--- src/rtl/systolic_skew_feeder_if.sv ---
// Row-vector input stream for systolic_skew_feeder.
//   in_valid     - beat valid (master -> feeder)
//   in_ready     - feeder can take the beat (feeder -> master)
//   in_data      - one tile row; element i at [i*DATA_SIZE +: DATA_SIZE]
//   in_last      - final beat of the current tile
//   in_transpose - drain mode, taken from the first beat of a tile
interface systolic_skew_feeder_if #(
  parameter int DATA_SIZE = 8,
  parameter int MAC_WIDTH = 4
);
  logic                           in_valid;
  logic                           in_ready;
  logic [DATA_SIZE*MAC_WIDTH-1:0] in_data;
  logic                           in_last;
  logic                           in_transpose;

  modport master (output in_valid, in_data, in_last, in_transpose, input in_ready);
  modport slave  (input in_valid, in_data, in_last, in_transpose, output in_ready);
endinterface

--- src/rtl/systolic_skew_feeder.sv ---
// Input-staging feeder for the systolic MAC array edge.
// Tiles of MAC_WIDTH x MAC_WIDTH elements arrive one row per beat, land in a
// ping-pong tile buffer, and are drained one vector per cycle (optionally
// transposed) through a triangular delay network so lane i lags lane 0 by i.
//   clk, rst_n - rising-edge clock, asynchronous active-low reset
//   in_if      - row-vector input stream (slave side)
//   flush      - discard buffered tiles that have not started draining
//   out_data   - skewed lane data, lane i at [i*DATA_SIZE +: DATA_SIZE]
//   out_valid  - per-lane valid
//   tile_done  - pulse when lane N-1 presents the last element of a tile
//
// bank state | meaning
// B_EMPTY    | free, accepts the first beat of a new tile
// B_FILLING  | at least one row written, tile not yet closed
// B_FULL     | tile closed, waiting for the read side
// B_DRAINING | rows being loaded into the skew network
module systolic_skew_feeder #(
  parameter int DATA_SIZE = 8,
  parameter int MAC_WIDTH = 4
) (
  input  logic                           clk,
  input  logic                           rst_n,
  systolic_skew_feeder_if.slave          in_if,
  input  logic                           flush,
  output logic [DATA_SIZE*MAC_WIDTH-1:0] out_data,
  output logic [MAC_WIDTH-1:0]           out_valid,
  output logic                           tile_done
);
  localparam int N  = MAC_WIDTH;
  localparam int DW = DATA_SIZE;
  localparam int RW = $clog2(N);
  localparam logic [RW-1:0] LAST_ROW = RW'(N - 1);

  typedef enum logic [1:0] {B_EMPTY, B_FILLING, B_FULL, B_DRAINING} bank_st_t;

  bank_st_t      bank_q [2];
  bank_st_t      bank_d [2];
  logic [DW-1:0] mem_q [2][N][N];
  logic [DW-1:0] mem_d [2][N][N];
  logic [1:0]    tr_q, tr_d;
  logic          wr_ptr_q, wr_ptr_d;
  logic [RW-1:0] wr_row_q, wr_row_d;
  logic          rd_ptr_q, rd_ptr_d;
  logic [RW-1:0] rd_row_q, rd_row_d;
  logic          drain_q, drain_d;
  logic [N-1:0]  tok_q, tok_d;

  logic in_ready;
  logic accept;
  logic close;
  logic load;
  logic load_last;

  // Driven from registered bank state only, so a bank freed at an edge
  // starts accepting one cycle later.
  assign in_ready = rst_n & ((bank_q[wr_ptr_q] == B_EMPTY) |
                             (bank_q[wr_ptr_q] == B_FILLING));
  assign in_if.in_ready = in_ready;
  assign tile_done = tok_q[N-1];

  always_comb begin
    bank_d   = bank_q;
    mem_d    = mem_q;
    tr_d     = tr_q;
    wr_ptr_d = wr_ptr_q;
    wr_row_d = wr_row_q;
    rd_ptr_d = rd_ptr_q;
    rd_row_d = rd_row_q;
    drain_d  = drain_q;

    accept    = in_if.in_valid & in_ready & ~flush;
    close     = in_if.in_last | (wr_row_q == LAST_ROW);
    // A FULL bank is only picked up between drains or right after the last
    // row of the current one; rd_row_q is 0 whenever no drain is active.
    load      = drain_q | ((bank_q[rd_ptr_q] == B_FULL) & ~flush);
    load_last = load & (rd_row_q == LAST_ROW);
    tok_d     = {tok_q[N-2:0], load_last};

    if (accept) begin
      for (int r = 0; r < N; r++) begin
        if (RW'(r) == wr_row_q) begin
          for (int c = 0; c < N; c++) mem_d[wr_ptr_q][r][c] = in_if.in_data[c*DW +: DW];
        end else if (close && (RW'(r) > wr_row_q)) begin
          // early close: remaining rows drain as zeros
          for (int c = 0; c < N; c++) mem_d[wr_ptr_q][r][c] = '0;
        end
      end
      if (wr_row_q == '0) tr_d[wr_ptr_q] = in_if.in_transpose;
      if (close) begin
        bank_d[wr_ptr_q] = B_FULL;
        wr_row_d         = '0;
        wr_ptr_d         = ~wr_ptr_q;
      end else begin
        bank_d[wr_ptr_q] = B_FILLING;
        wr_row_d         = wr_row_q + 1'b1;
      end
    end

    if (load) begin
      if (load_last) begin
        bank_d[rd_ptr_q] = B_EMPTY;
        rd_ptr_d         = ~rd_ptr_q;
        rd_row_d         = '0;
        drain_d          = 1'b0;
      end else begin
        bank_d[rd_ptr_q] = B_DRAINING;
        rd_row_d         = rd_row_q + 1'b1;
        drain_d          = 1'b1;
      end
    end

    if (flush) begin
      for (int b = 0; b < 2; b++) begin
        if ((bank_q[b] == B_FILLING) || (bank_q[b] == B_FULL)) bank_d[b] = B_EMPTY;
      end
      wr_row_d = '0;
      if (bank_q[0] == B_DRAINING)      wr_ptr_d = 1'b1;
      else if (bank_q[1] == B_DRAINING) wr_ptr_d = 1'b0;
      else                              wr_ptr_d = wr_ptr_q;
      // With nothing draining the read side must follow the write side,
      // otherwise it would wait on a bank that was just emptied.
      if (!drain_q) rd_ptr_d = wr_ptr_d;
    end
  end

  always_ff @(posedge clk or negedge rst_n) begin
    if (!rst_n) begin
      bank_q[0] <= B_EMPTY;
      bank_q[1] <= B_EMPTY;
      for (int b = 0; b < 2; b++)
        for (int r = 0; r < N; r++)
          for (int c = 0; c < N; c++) mem_q[b][r][c] <= '0;
      tr_q     <= '0;
      wr_ptr_q <= 1'b0;
      wr_row_q <= '0;
      rd_ptr_q <= 1'b0;
      rd_row_q <= '0;
      drain_q  <= 1'b0;
      tok_q    <= '0;
    end else begin
      bank_q   <= bank_d;
      mem_q    <= mem_d;
      tr_q     <= tr_d;
      wr_ptr_q <= wr_ptr_d;
      wr_row_q <= wr_row_d;
      rd_ptr_q <= rd_ptr_d;
      rd_row_q <= rd_row_d;
      drain_q  <= drain_d;
      tok_q    <= tok_d;
    end
  end

  // Lane i: stage 0 is the drain vector element, then i more registers.
  // Idle stages carry zero so the lane output needs no masking.
  for (genvar i = 0; i < N; i++) begin : g_lane
    logic [DW-1:0] sr_q [i+1];
    logic [DW-1:0] sr_d [i+1];
    logic [i:0]    sv_q, sv_d;
    logic [DW-1:0] elem;

    always_comb begin
      elem = tr_q[rd_ptr_q] ? mem_q[rd_ptr_q][i][rd_row_q] : mem_q[rd_ptr_q][rd_row_q][i];
      sr_d = sr_q;
      sv_d = sv_q;
      sr_d[0] = load ? elem : '0;
      sv_d[0] = load;
      for (int k = 1; k <= i; k++) begin
        sr_d[k] = sr_q[k-1];
        sv_d[k] = sv_q[k-1];
      end
    end

    always_ff @(posedge clk or negedge rst_n) begin
      if (!rst_n) begin
        for (int k = 0; k <= i; k++) sr_q[k] <= '0;
        sv_q <= '0;
      end else begin
        sr_q <= sr_d;
        sv_q <= sv_d;
      end
    end

    assign out_data[i*DW +: DW] = sr_q[i];
    assign out_valid[i]         = sv_q[i];
  end
endmodule

--- src/flat_wrapper.sv ---
// flat-port wrapper written by rule: the top's interface ports become plain ports
module systolic_skew_feeder_flat 
#(
  parameter int DATA_SIZE = 8,
  parameter int MAC_WIDTH = 4
)
  (clk, rst_n, flush, out_data, out_valid, tile_done, in_if_in_valid, in_if_in_data, in_if_in_last, in_if_in_transpose, in_if_in_ready);
  systolic_skew_feeder_if #(.DATA_SIZE(DATA_SIZE), .MAC_WIDTH(MAC_WIDTH)) in_if_i ();
  input  logic clk;
  input  logic rst_n;
  input  logic flush;
  output logic [DATA_SIZE*MAC_WIDTH-1:0] out_data;
  output logic [MAC_WIDTH-1:0] out_valid;
  output logic tile_done;
  input wire logic [$bits(in_if_i.in_valid)-1:0] in_if_in_valid;
  input wire logic [$bits(in_if_i.in_data)-1:0] in_if_in_data;
  input wire logic [$bits(in_if_i.in_last)-1:0] in_if_in_last;
  input wire logic [$bits(in_if_i.in_transpose)-1:0] in_if_in_transpose;
  output wire logic [$bits(in_if_i.in_ready)-1:0] in_if_in_ready;
  assign in_if_i.in_valid = in_if_in_valid;
  assign in_if_i.in_data = in_if_in_data;
  assign in_if_i.in_last = in_if_in_last;
  assign in_if_i.in_transpose = in_if_in_transpose;
  assign in_if_in_ready = in_if_i.in_ready;
  systolic_skew_feeder #(.DATA_SIZE(DATA_SIZE), .MAC_WIDTH(MAC_WIDTH)) u_core (.clk(clk), .rst_n(rst_n), .in_if(in_if_i), .flush(flush), .out_data(out_data), .out_valid(out_valid), .tile_done(tile_done));
endmodule
--- config.mk ---
export PLATFORM = sky130hd
export DESIGN_NAME = systolic_skew_feeder_flat
export DESIGN_NICKNAME = d
export VERILOG_FILES = /design/src/rtl/systolic_skew_feeder_if.sv /design/src/rtl/systolic_skew_feeder.sv /design/src/flat_wrapper.sv
export SDC_FILE = /design/constraint.sdc
export NUM_CORES = 1
export LEC_CHECK = 0
export ABC_CLOCK_PERIOD_IN_PS = 3540
export CAP_MARGIN = 40
export CORE_UTILIZATION = 30
export CTS_CLUSTER_SIZE = 8
export DETAILED_ROUTE_END_ITERATION = 10
export SLEW_MARGIN = 20
export SYNTH_ARGS = -nofsm -noshare
export SYNTH_HDL_FRONTEND = slang
export SYNTH_SLANG_ARGS = --single-unit
--- constraint.sdc ---
create_clock -name clk -period 3.54 [get_ports clk]
set_input_delay 1.062 -clock clk [delete_from_list [all_inputs] [get_ports clk]]
set_output_delay 1.062 -clock clk [all_outputs]
set_load 0.005 [all_outputs]
==> run metrics <==
max frequency=323 MHz; first-pass GRT wire length=79700 um; Final Core Density=35.5%; H-Tree Depth=2; latest clock arrival within the worst-skew pair=0.57 ns; LEAKAGE=about 8.9 nW; Final Setup Violations=0; total number of yosys warnings=0; drt drc=0; worst-margin pin slew=between 0.9 and 1 ns; area grow syn2layout=17.0%; Reg power frac=a little under two fifths; CTS Hold Bufs=0; GRT Overall Usage=about a fifth; clock-pin slew on the worst setup and hold paths=roughly 0.050 ns; category of the most critical setup path=reg -> out; total wire length=52300 um; Post-synth top cells=dfrtp_1 (357), a22o_1 (192), mux2i_1 (172); fraction of the yosys area taken by sequential cells=53.6%; Die W=238 um; total gr overflow=0; Yosys reg bits=357; Yosys top cell area share=53.6%; number of I/O pins=76; count leader, synth=dfrtp_1; MaxCap Viol Count=0; cell area after layout=19500 um^2; max_slew headroom=35.9%; largest net degree at the start of global routing=about 150; Routed WL per cell=23.9 um; leading area contributor after synthesis=dfrtp_1; switching part of the total power=36.2%; setup TNS=0 ns; clk sinks=357; clock share of power=27.8%; Die Span Y=238 um; CTS root buf=clkbuf_16; DP Worst Slack=between 0.4 and 0.5 ns; status=finished clean; IO Port Bufs=75; Mapped Cells=1401; internal power=just under 0.01 W; CTS tree=built; syn nets=1447; fill count=5337; worst IR drop on VDD=0.413 mV; Layout Skew=0.0245 ns; clk buf depth=3; Crit path required time=2.48 ns; hold slack=0.299 ns; drt pass-1 iters=6; Netlist cell types=52; Rows=86; number of synthesized flops with an enable pin=0; vias in the first global route=12200; Final #Nets=1476; final hold vios=0; share of cells above drive strength 1=approximately 15%; minimum clock period=3.09 ns; ANT nets after route=0; Cell Pwr Density=778 nW/um^2; async set or reset register ratio after synthesis=100%; die area=56600 um^2; reported net switching power=0.00550 W; combinational group share of total power=35.2%; unrepaired setup endpoints after global routing=no; initial DRC count=roughly 1100; Hold Path Class=in -> async; data arrival time of the worst path=2.03 ns; initial antenna violation count=6; syn_area_per_cell=11.9 um^2; mapped cell area=~17000 um^2; dpl cell area=around 18000 um^2; CP max FO=7; predominant post-synthesis flop cell=dfrtp_1; postcts setup bufs=0; gpl congestion=0.823; DP HPWL=31400 um; max-slew violations=0; Synth area leaders=dfrtp_1 (54%), mux2i_1 (10%), a22o_1 (10%); vias=12000; Post-CTS Resized=0; Startpoint Class=flop; final worst path period share=87.3%; routed vias/inst=5.46; CTS Buf Count=50; post-route setup slack=approximately 0.45 ns; core area=~55000 um^2; Worst Setup End Kind=output pin; Starting Density=a little under a third
-- layout make-up --
type	instances	area (um^2)	area share [%]
Multi-Input combinational cell	874	6840	35.1
Sequential cell	357	8950	45.8
Clock inverter	1	8.76	0.0449
Antenna cell	5	12.5	0.0641
Inverter	16	60.1	0.308
Tap cell	748	936	4.79
Clock buffer	57	1300	6.65
Timing Repair Buffer	131	1420	7.25
-- path summary, 6_finish.rpt --
path                                           from                       end  slack [ns]  cells after the start
max reg2reg                         u_core.rd_ptr_q  u_core.g_lane[0].sr_q[7]        0.81                      7
min in group clk           u_core.g_lane[2].sr_d[6]       u_core.out_data[22]        0.34                      0
max in group asynchronous                     rst_n         u_core.mem_q[204]        1.83                      4
min reg2reg                u_core.g_lane[2].sr_d[6]       u_core.out_data[22]        0.34                      0
min                                           rst_n           u_core.wr_ptr_q        0.30                      1
max                                u_core.bank_q[3]            in_if_in_ready        0.45                      3
-- metrics by stage --
step	std cells	total power, W
after floorplan	1401	0.00917
after global placement	2124	0.0109
after detailed placement	2126	0.0110
after CTS	2184	0.0152
after global routing	2186	0.0160
final	2189	0.0152
-- logic make-up (layout without fill, tap and decap cells) --
family          Yosys count  after routing  synth area share, %
mux                     260            260                 16.5
buf+inv                 170            205                 5.43
flops                   357            357                 53.6
simple gates            239            239                 6.52
fa+ha+maj                 8              8                0.600
compound gates          366            366                 17.4
other cells               0              5                    0
xor+xnor                  1              1               0.0525
-- cells in the final DEF, fill, tap and decap left out, types with 5 or more instances in the layout --
master / instances
o211ai_1: 14
and3_1: 13
nor2_1: 40
clkdlybuf4s50_1: 74
nor4_1: 9
a211oi_1: 17
nand2_1: 100
buf_12: 16
inv_1: 14
mux2i_1: 172
dfrtp_1: 352
a2111oi_1: 7
o311a_1: 7
nand2b_1: 9
buf_4: 38
nor3_1: 25
clkbuf_1: 6
clkbuf_16: 51
ha_1: 8
a311oi_1: 10
a21oi_1: 17
o21ai_0: 59
a31oi_1: 13
a22o_1: 192
o32ai_2: 7
mux2_2: 84
o21ai_1: 8
nand3_1: 26
diode_2: 5
a2111oi_0: 7
-- state kept, by name, summed over array words and instances (netlist names) --
signal	flops
u_core.bank_q	4
u_core.out_data	24
u_core.rd_ptr_q	1
u_core.g_lane.sv_q	4
u_core.wr_ptr_q	1
u_core.drain_q	1
u_core.g_lane.sr_d	48
u_core.mem_q	256
u_core.g_lane.sr_q	8
u_core.wr_row_q	2
u_core.tok_q	4
u_core.rd_row_q	2
u_core.tr_q	2
-- worst max-delay path: stages (launching register included) --
cell             delay, ns
dfrtp_1               0.41
nor2_1                0.37
o21a_1                0.19
clkdlybuf4s50_1       0.50
-- per-layer routing --
metal  track usage (%)  part of all wire (%)  vias to the layer above  routed length, um
li1                  -                     -                     5199                  -
met1              24.1                    42                     6179              21900
met2              30.1                    48                      470              24900
met3              4.38                   7.4                      107               3860
met4              7.39                   3.1                        4               1610
met5                 0                 0.054                        -                 28
-- power groups by stage --
stage	logic [W]	registers, W	clock network [W]
5_1_grt	0.00573	0.00572	0.00450
3_5_place_dp	0.00530	0.00567	0
4_1_cts	0.00532	0.00561	0.00432
3_3_place_gp	0.00523	0.00564	0
6_report	0.00534	0.00562	0.00421
2_1_floorplan	0.00390	0.00527	0
(Power assumes the default switching activity.)
